===== src/rtl/reg_file_ctrl.sv =====
// ---------------------------------------------------------------------------
// reg_file_ctrl
//
// Initiator side of a 2**ADDR_W x DATA_W register file. It takes one ALU
// command at a time, drives the two read addresses, samples the read data,
// computes a result and writes it back through WA / data_out / write_enable.
//
// Optional feature macro: REG_FILE_CTRL_FLAGS_EN
//   When defined, registered result flags flag_z, flag_c and flag_n are added.
//
// Ports:
//   clk, reset           rising-edge clock, asynchronous active-high reset
//   cmd_valid/cmd_ready  command handshake
//   cmd_op               00 ADD, 01 SUB, 10 AND, 11 MOVI
//   cmd_rd/rs1/rs2       destination and source register addresses
//   cmd_imm              immediate (MOVI only)
//   RA1, RA2             register file read addresses
//   rd_data1, rd_data2   register file read data (combinational from RA1/RA2)
//   WA, data_out         register file write address / write data
//   write_enable         register file write strobe
//   done                 one-cycle pulse after the write-back commits
//   busy                 high in any state other than IDLE
//   flag_z/c/n           result flags (REG_FILE_CTRL_FLAGS_EN only)
//   dbg_state            current FSM state (0 IDLE, 1 READ, 2 EXEC, 3 WRITE)
//
// Handshake: a command transfers on a rising clk edge where cmd_valid and
// cmd_ready are both 1. cmd_ready is high only in IDLE, so cmd_* are ignored
// while a command is in flight; the initiator may hold cmd_valid and its
// payload stable until the transfer edge.
// ---------------------------------------------------------------------------
module reg_file_ctrl #(
    parameter int DATA_W = 8,
    parameter int ADDR_W = 4
) (
    input  logic              clk,
    input  logic              reset,
    input  logic              cmd_valid,
    output logic              cmd_ready,
    input  logic [1:0]        cmd_op,
    input  logic [ADDR_W-1:0] cmd_rd,
    input  logic [ADDR_W-1:0] cmd_rs1,
    input  logic [ADDR_W-1:0] cmd_rs2,
    input  logic [DATA_W-1:0] cmd_imm,
    output logic [ADDR_W-1:0] RA1,
    output logic [ADDR_W-1:0] RA2,
    input  logic [DATA_W-1:0] rd_data1,
    input  logic [DATA_W-1:0] rd_data2,
    output logic [ADDR_W-1:0] WA,
    output logic [DATA_W-1:0] data_out,
    output logic              write_enable,
    output logic              done,
    output logic              busy,
`ifdef REG_FILE_CTRL_FLAGS_EN
    output logic              flag_z,
    output logic              flag_c,
    output logic              flag_n,
`endif
    output logic [1:0]        dbg_state
);

    typedef enum logic [1:0] {
        IDLE  = 2'd0,
        READ  = 2'd1,
        EXEC  = 2'd2,
        WRITE = 2'd3
    } state_t;

    localparam logic [1:0] OP_ADD  = 2'b00;
    localparam logic [1:0] OP_SUB  = 2'b01;
    localparam logic [1:0] OP_AND  = 2'b10;
    localparam logic [1:0] OP_MOVI = 2'b11;

    state_t            state;
    logic [1:0]        op_q;
    logic [ADDR_W-1:0] rd_q;
    logic [DATA_W-1:0] alu_result;

    assign dbg_state = state;

    // ALU on the live read data; only consumed in EXEC, after the READ
    // settle cycle has kept RA1/RA2 stable.
    always_comb begin
        alu_result = '0;
        case (op_q)
            OP_ADD:  alu_result = rd_data1 + rd_data2;
            OP_SUB:  alu_result = rd_data1 - rd_data2;
            OP_AND:  alu_result = rd_data1 & rd_data2;
            default: alu_result = '0;  // MOVI never reaches EXEC
        endcase
    end

`ifdef REG_FILE_CTRL_FLAGS_EN
    logic [DATA_W:0] add_wide;
    logic            alu_carry;

    assign add_wide = {1'b0, rd_data1} + {1'b0, rd_data2};

    // Carry out for ADD, unsigned borrow for SUB, zero otherwise.
    always_comb begin
        alu_carry = 1'b0;
        case (op_q)
            OP_ADD:  alu_carry = add_wide[DATA_W];
            OP_SUB:  alu_carry = (rd_data1 < rd_data2);
            default: alu_carry = 1'b0;
        endcase
    end
`endif

    always_ff @(posedge clk or posedge reset) begin
        if (reset) begin
            state        <= IDLE;
            op_q         <= OP_ADD;
            rd_q         <= '0;
            cmd_ready    <= 1'b1;
            RA1          <= '0;
            RA2          <= '0;
            WA           <= '0;
            data_out     <= '0;
            write_enable <= 1'b0;
            done         <= 1'b0;
            busy         <= 1'b0;
`ifdef REG_FILE_CTRL_FLAGS_EN
            flag_z       <= 1'b0;
            flag_c       <= 1'b0;
            flag_n       <= 1'b0;
`endif
        end else begin
            done <= 1'b0;
            case (state)
                IDLE: begin
                    if (cmd_valid && cmd_ready) begin
                        op_q      <= cmd_op;
                        rd_q      <= cmd_rd;
                        RA1       <= cmd_rs1;
                        RA2       <= cmd_rs2;
                        cmd_ready <= 1'b0;
                        busy      <= 1'b1;
                        if (cmd_op == OP_MOVI) begin
                            // Immediate goes straight to write-back.
                            data_out     <= cmd_imm;
                            WA           <= cmd_rd;
                            write_enable <= 1'b1;
                            state        <= WRITE;
`ifdef REG_FILE_CTRL_FLAGS_EN
                            flag_z       <= (cmd_imm == '0);
                            flag_n       <= cmd_imm[DATA_W-1];
                            flag_c       <= 1'b0;
`endif
                        end else begin
                            state <= READ;
                        end
                    end
                end
                READ: begin
                    state <= EXEC;
                end
                EXEC: begin
                    // Operands are sampled here, before the write in WRITE,
                    // so rd may alias rs1/rs2.
                    data_out     <= alu_result;
                    WA           <= rd_q;
                    write_enable <= 1'b1;
                    state        <= WRITE;
`ifdef REG_FILE_CTRL_FLAGS_EN
                    flag_z       <= (alu_result == '0);
                    flag_n       <= alu_result[DATA_W-1];
                    flag_c       <= alu_carry;
`endif
                end
                WRITE: begin
                    write_enable <= 1'b0;
                    done         <= 1'b1;
                    cmd_ready    <= 1'b1;
                    busy         <= 1'b0;
                    state        <= IDLE;
                end
                default: state <= IDLE;
            endcase
        end
    end

endmodule


===== config.mk =====
export PLATFORM = sky130hd
export DESIGN_NAME = reg_file_ctrl
export DESIGN_NICKNAME = d
export VERILOG_FILES = /design/src/rtl/reg_file_ctrl.sv
export SDC_FILE = /design/constraint.sdc
export NUM_CORES = 1
export LEC_CHECK = 0
export ABC_CLOCK_PERIOD_IN_PS = 3500
export CORE_UTILIZATION = 47
export CTS_BUF_LIST = sky130_fd_sc_hd__clkbuf_2
export CTS_CLUSTER_DIAMETER = 80
export CTS_CLUSTER_SIZE = 10
export DETAILED_ROUTE_END_ITERATION = 10
export PLACE_DENSITY = 0.94
export SYNTH_ARGS = -nofsm -noshare
export SYNTH_HDL_FRONTEND = slang
export SYNTH_SLANG_ARGS = --single-unit

===== constraint.sdc =====
create_clock -name clk -period 3.5 [get_ports clk]
set_input_delay 1.05 -clock clk [delete_from_list [all_inputs] [get_ports clk]]
set_output_delay 1.05 -clock clk [all_outputs]
set_load 0.02 [all_outputs]

## Yosys cells after proc, flatten, opt, wreduce, memory -nomap -nowiden

Cells that the tools add are included.

| storage, ports and cells | value |
|---|---|
| output and inout port bits | 26 |
| register bits | 32 |

| cells by class | value |
|---|---|
| reduce and logical (&&, ||, !) cells | 10 |
| add/subtract/negate cells | 2 |
| bitwise operators | 1 |
| multiplexer cells | 18 |
| eq/ne operators | 8 |

Operators with widths:

| operator | number |
|---|---|
| case mux 8 bit (3 select lines) | 1 |
| 2-to-1 mux 8 bit | 2 |
| case mux 8 bit (2 select lines) | 1 |
| adder 8 bit | 1 |
| AND 8 bit | 1 |
| == test 2 bit (second input constant) | 4 |
| 2-to-1 mux 4 bit | 2 |
| case mux 2 bit (4 select lines) | 1 |
| case mux 4 bit (2 select lines) | 1 |
| subtractor 8 bit | 1 |
| AND reduction 3 bit | 2 |
| 2-to-1 mux 1 bit | 5 |
| == test 2 x 1 -> 1 bit (second input constant) | 2 |
| logical NOT 2 bit | 2 |
| 2-to-1 mux 2 bit | 2 |
| != test 2 bit (second input constant) | 2 |
| case mux 1 bit (2 select lines) | 2 |
| AND reduction 2 bit | 2 |
| nonzero test 2 bit | 2 |
| case mux 1 bit (3 select lines) | 1 |
| nonzero test 3 bit | 1 |
| logical AND 1 bit | 1 |

## Depth between registers and ports, before layout

| depth | value |
|---|---|
| depth in word-level cells | 4 |
| mapped depth | 10 |

## Worst setup path after synthesis

OpenSTA, ideal clock, no wires.

| timing path | value |
|---|---|
| path type | input port to flip-flop |
| from | input port rd_data2[0] |
| to | register data_out[6] |
| data arrival time | 2.912 ns |
| buffers on the path | 0 |
| stages | 10 |
| path slack | 0.514 ns |
| path through | inv_1 ha_1 nor2_1 xnor2_1 ha_1 nor2b_4 o31a_1 or4_1 and3_1 o21ai_2 |

| on the way | value |
|---|---|
| longest elaborated chain between the ends | 3 |
| elaborated cells on any way between the ends | 4 |
| those cells by class | 2 x add/sub; 2 x mux |

Ends and longest elaborated chain:

| item | RTL line | RTL |
|---|---|---|
| start: declaration | 47 | `input logic [DATA_W-1:0] rd_data2,` |
| subtractor 8 bit / adder 8 bit (equally long branches) | 86, 85 |  |
| case mux 8 bit (3 select lines) * | 84 | `case (op_q)` |
| case mux 8 bit (2 select lines) * | 129 | `case (state)` |
| end signal: assignment | 140 | `data_out <= cmd_imm;` |
| end signal: assignment | 160 | `data_out <= alu_result;` |
| end: declaration | 49 | `output logic [DATA_W-1:0] data_out,` |

Mark *: on every way between the ends. The rest lies on a longest branch, timed or not.
A chain may end at the register's enable or synchronous reset.

## Worst setup path in the final report

| timing path | value |
|---|---|
| from | input port rd_data2[0] |
| to | register data_out[2] |

Same word-level chain as after synthesis.

==> impl_results.md <==
- Outcome: completed
- Post-Syn Nets: roughly 260
- Sw power: ~1 mW
- HP Class: flop to flop
- Hold Buf Count CTS: 0
- Synth Area per Inst: 9.787 um^2
- Worst endpoint data arrival time: roughly 3500 ps
- I/O pin cnt: 67
- Largest area contributor in the netlist: dfrtp_1
- Post-CTS Setup Inserts: 0
- First-pass DRT Iterations: 4
- Die Footprint: 4470 um^2
- Core area: between 4000 and 5000 um^2
- Worst Skew: about 16 ps
- Worst VDD drop: roughly 0.54 mV
- Crit-path max cell delay: approximately 470 ps
- Top-area cell type share of the netlist area: 0.3924
- Synth Instances: approximately 200
- Row cnt: 23
- Slew Limit Headroom: 0.6621
- Seq pwr share: 0.290
- Total wire length: 4.812 mm
- Internal Power: between 1 and 1.5 mW
- DRT iter0 DRCs: between 100 and 150
- WP data required: 3810 ps
- Post-synth top flop: dfrtp_1
- Max Clk Rate: around 0.32 GHz
- Synthesis-stage register bit count: 32
- Num Clock Sinks: 32
- Largest net degree at the start of global routing: 33
- Worst Path Max Fanout: 2
- Post-route ant nets: 0
- Synth-to-Final Area Change: 42.66%
- Initial core utilization: 0.4907
- Post-layout util: 0.7000
- Commonest cells after routing, fill and taps aside: clkdlybuf4s50_1 (66), dfrtp_1 (31), o21ai_0 (20), nand2_1 (17), buf_4 (16)
- Synth area leaders: dfrtp_1 (39%), mux2_2 (8.5%), ha_1 (8.2%)
- Fin crit share: 0.9056
- # DRC: 0
- Die X: between 60 and 70 um
- Commonest non-fill, non-tap cell in the layout: clkdlybuf4s50_1
- Post-synth EDFFs: 0
- Combinational share of power: 0.640
- Actual slew at the worst max-slew pin: between 500 and 600 ps
- Clk_lat worst skew: about 380 ps
- Mapped Area: 1977 um^2
- Crit-path most repeated cell: o21ai_0
- ANT cells: 0
- WHS: approximately 500 ps
- Crit-path cells: clkdlybuf4s50_1 -> inv_1 -> ha_1 -> mux2_2 -> fa_1 -> and2b_2 -> o311ai_0 -> o21ai_0 -> o21ai_0
- Grt total ovfl: 0
- RSZ-0062 raised after global routing: no
- Hold_sp: WA[3]$_DFFE_PP0P_
- Num CTS Buffers: 5
- Initial antenna violation count: 0
- Clock power frac: 0.070
- Distinct cell type count after synthesis: 45
- Total power: 2.387 mW
- Critical path origin: rd_data2[0]
- Crit start category: input pin
- Critical-path cell with the highest stage delay: clkdlybuf4s50_1
- Final setup violating endpoints: 0
- Max-cap violation count: 0
- First-pass GRT wire length: 7.693 mm
- Port bufs: 66
- Critical path class: input pin to flop
- CTS tree: yes
- Final slew viol count: 0
- Clk slew on worst S/H paths: roughly 160 ps
- FF-to-FF Start: op_q[1]$_DFFE_PP0P_
- Final hold viol count: 0
- Layout cells sized above 1: 0.1519
- Final min period: ~3200 ps
- WL/cell: roughly 14 um
- Power density cells: 846.6 nW/um^2
- Sw frac: 0.4296
- Critical Path Sink Type: flop
- Leak Pwr: around 1.2 nW
- Post-synth ARST share: 1.000
- Nets: 338
- Die span in y: around 67 um
- Yosys warning count: 0
- Hpwl dp: 3.724 mm
- Seq/Total Area, Yosys: 0.4057
- CTS H-Tree Depth: 2
- CTS root buf: clkbuf_2
- Via count of the first global-routing pass: ~1,700
- GRT Total Usage: 0.2314
- Vias: between 1,500 and 2,000
- Via density: 5.444
- Post-CTS Resized: 0
- GP Congestion: 0.8314
- CTS max path bufs: 2
-- metal layers --
metal | routed length (um) | global-route usage | share of wire
met1 | 2018 | 0.2785 | 0.42
met2 | 2508 | 0.3965 | 0.52
met3 | 184 | 0.03767 | 0.038
met4 | 100 | 0.1117 | 0.021
met5 | 0 | 0 | 0
-- per-stage QoR --
stage	setup WS (ps)	area [um^2]	std cells	setup TNS, ps
finish	330.3	2820	333	0
global route	109.0	2820	333	0
CTS	294.8	2820	333	0
detailed placement	-99.56	2788	326	-158.1
global placement	-51.99	2788	326	-64.08
floorplan	513.7	1977	202	0
-- cells by family after synthesis --
family,Yosys count,share of synthesized area
flops,32,0.4057
xor+xnor,9,0.03988
fa+ha+maj,14,0.09241
buf+inv,21,0.04114
compound gates,53,0.1684
mux,20,0.1108
simple gates,53,0.1418
-- cell usage after synthesis (all sizes together) (5+ instances only) --
master / n
a31oi: 7
inv: 13
clkbuf: 5
nor2: 9
nand3: 9
a21oi: 10
dfrtp: 31
nor2b: 5
o21ai: 21
xnor2: 9
mux2: 15
nand2: 17
ha: 13
mux2i: 5
-- power by group through the flow --
stage                     registers (mW)  clock network [mW]  logic, mW
after global routing               0.714               0.180       1.67
after global placement             0.688                   0       1.48
after floorplan                    0.850                   0      0.781
after CTS                          0.691               0.169       1.53
final                              0.693               0.167       1.53
after detailed placement           0.700                   0       1.52
-- state kept, by name, summed over array words and instances, names as in the netlist --
name	flops
RA1	4
RA2	4
WA	4
busy	1
cmd_ready	1
data_out	8
dbg_state	2
done	1
op_q	2
rd_q	4
write_enable	1
-- final timing paths --
| kind | endpoint | slack, ps | depth (start not counted) |
|---|---|---|---|
| worst min register to register | WA[3]$_DFFE_PP0P_ | 500 | 2 |
| worst max-delay path | data_out[2]$_DFFE_PP0P_ | 330 | 9 |
| worst min-delay path | WA[3]$_DFFE_PP0P_ | 500 | 2 |
| max in group asynchronous | cmd_ready$_DFFE_PP1P_ | 2120 | 3 |
| worst max register to register | data_out[2]$_DFFE_PP0P_ | 670 | 7 |
| min in group asynchronous | RA1[2]$_DFFE_PP0P_ | 1030 | 3 |
-- layout make-up --
class | instances | area [um^2]
Timing Repair Buffer | 82 | 780.7
Sequential cell | 32 | 802.0
Inverter | 13 | 48.80
Fill cell | 302 | 1209
Clock buffer | 5 | 25.02
Tap cell | 50 | 62.56
Multi-Input combinational cell | 149 | 1094
Clock inverter | 2 | 7.507
-- worst max-delay path: cells and delay by family --
family	cells	cell delay, ps
AO/OA/AOI/OAI	3	680
adder cells (fa/ha/maj)	2	730
buffers and inverters	2	510
multiplexers	1	290
AND/OR/NAND/NOR	1	210
Note: power is estimated with default switching activity, not from simulation.
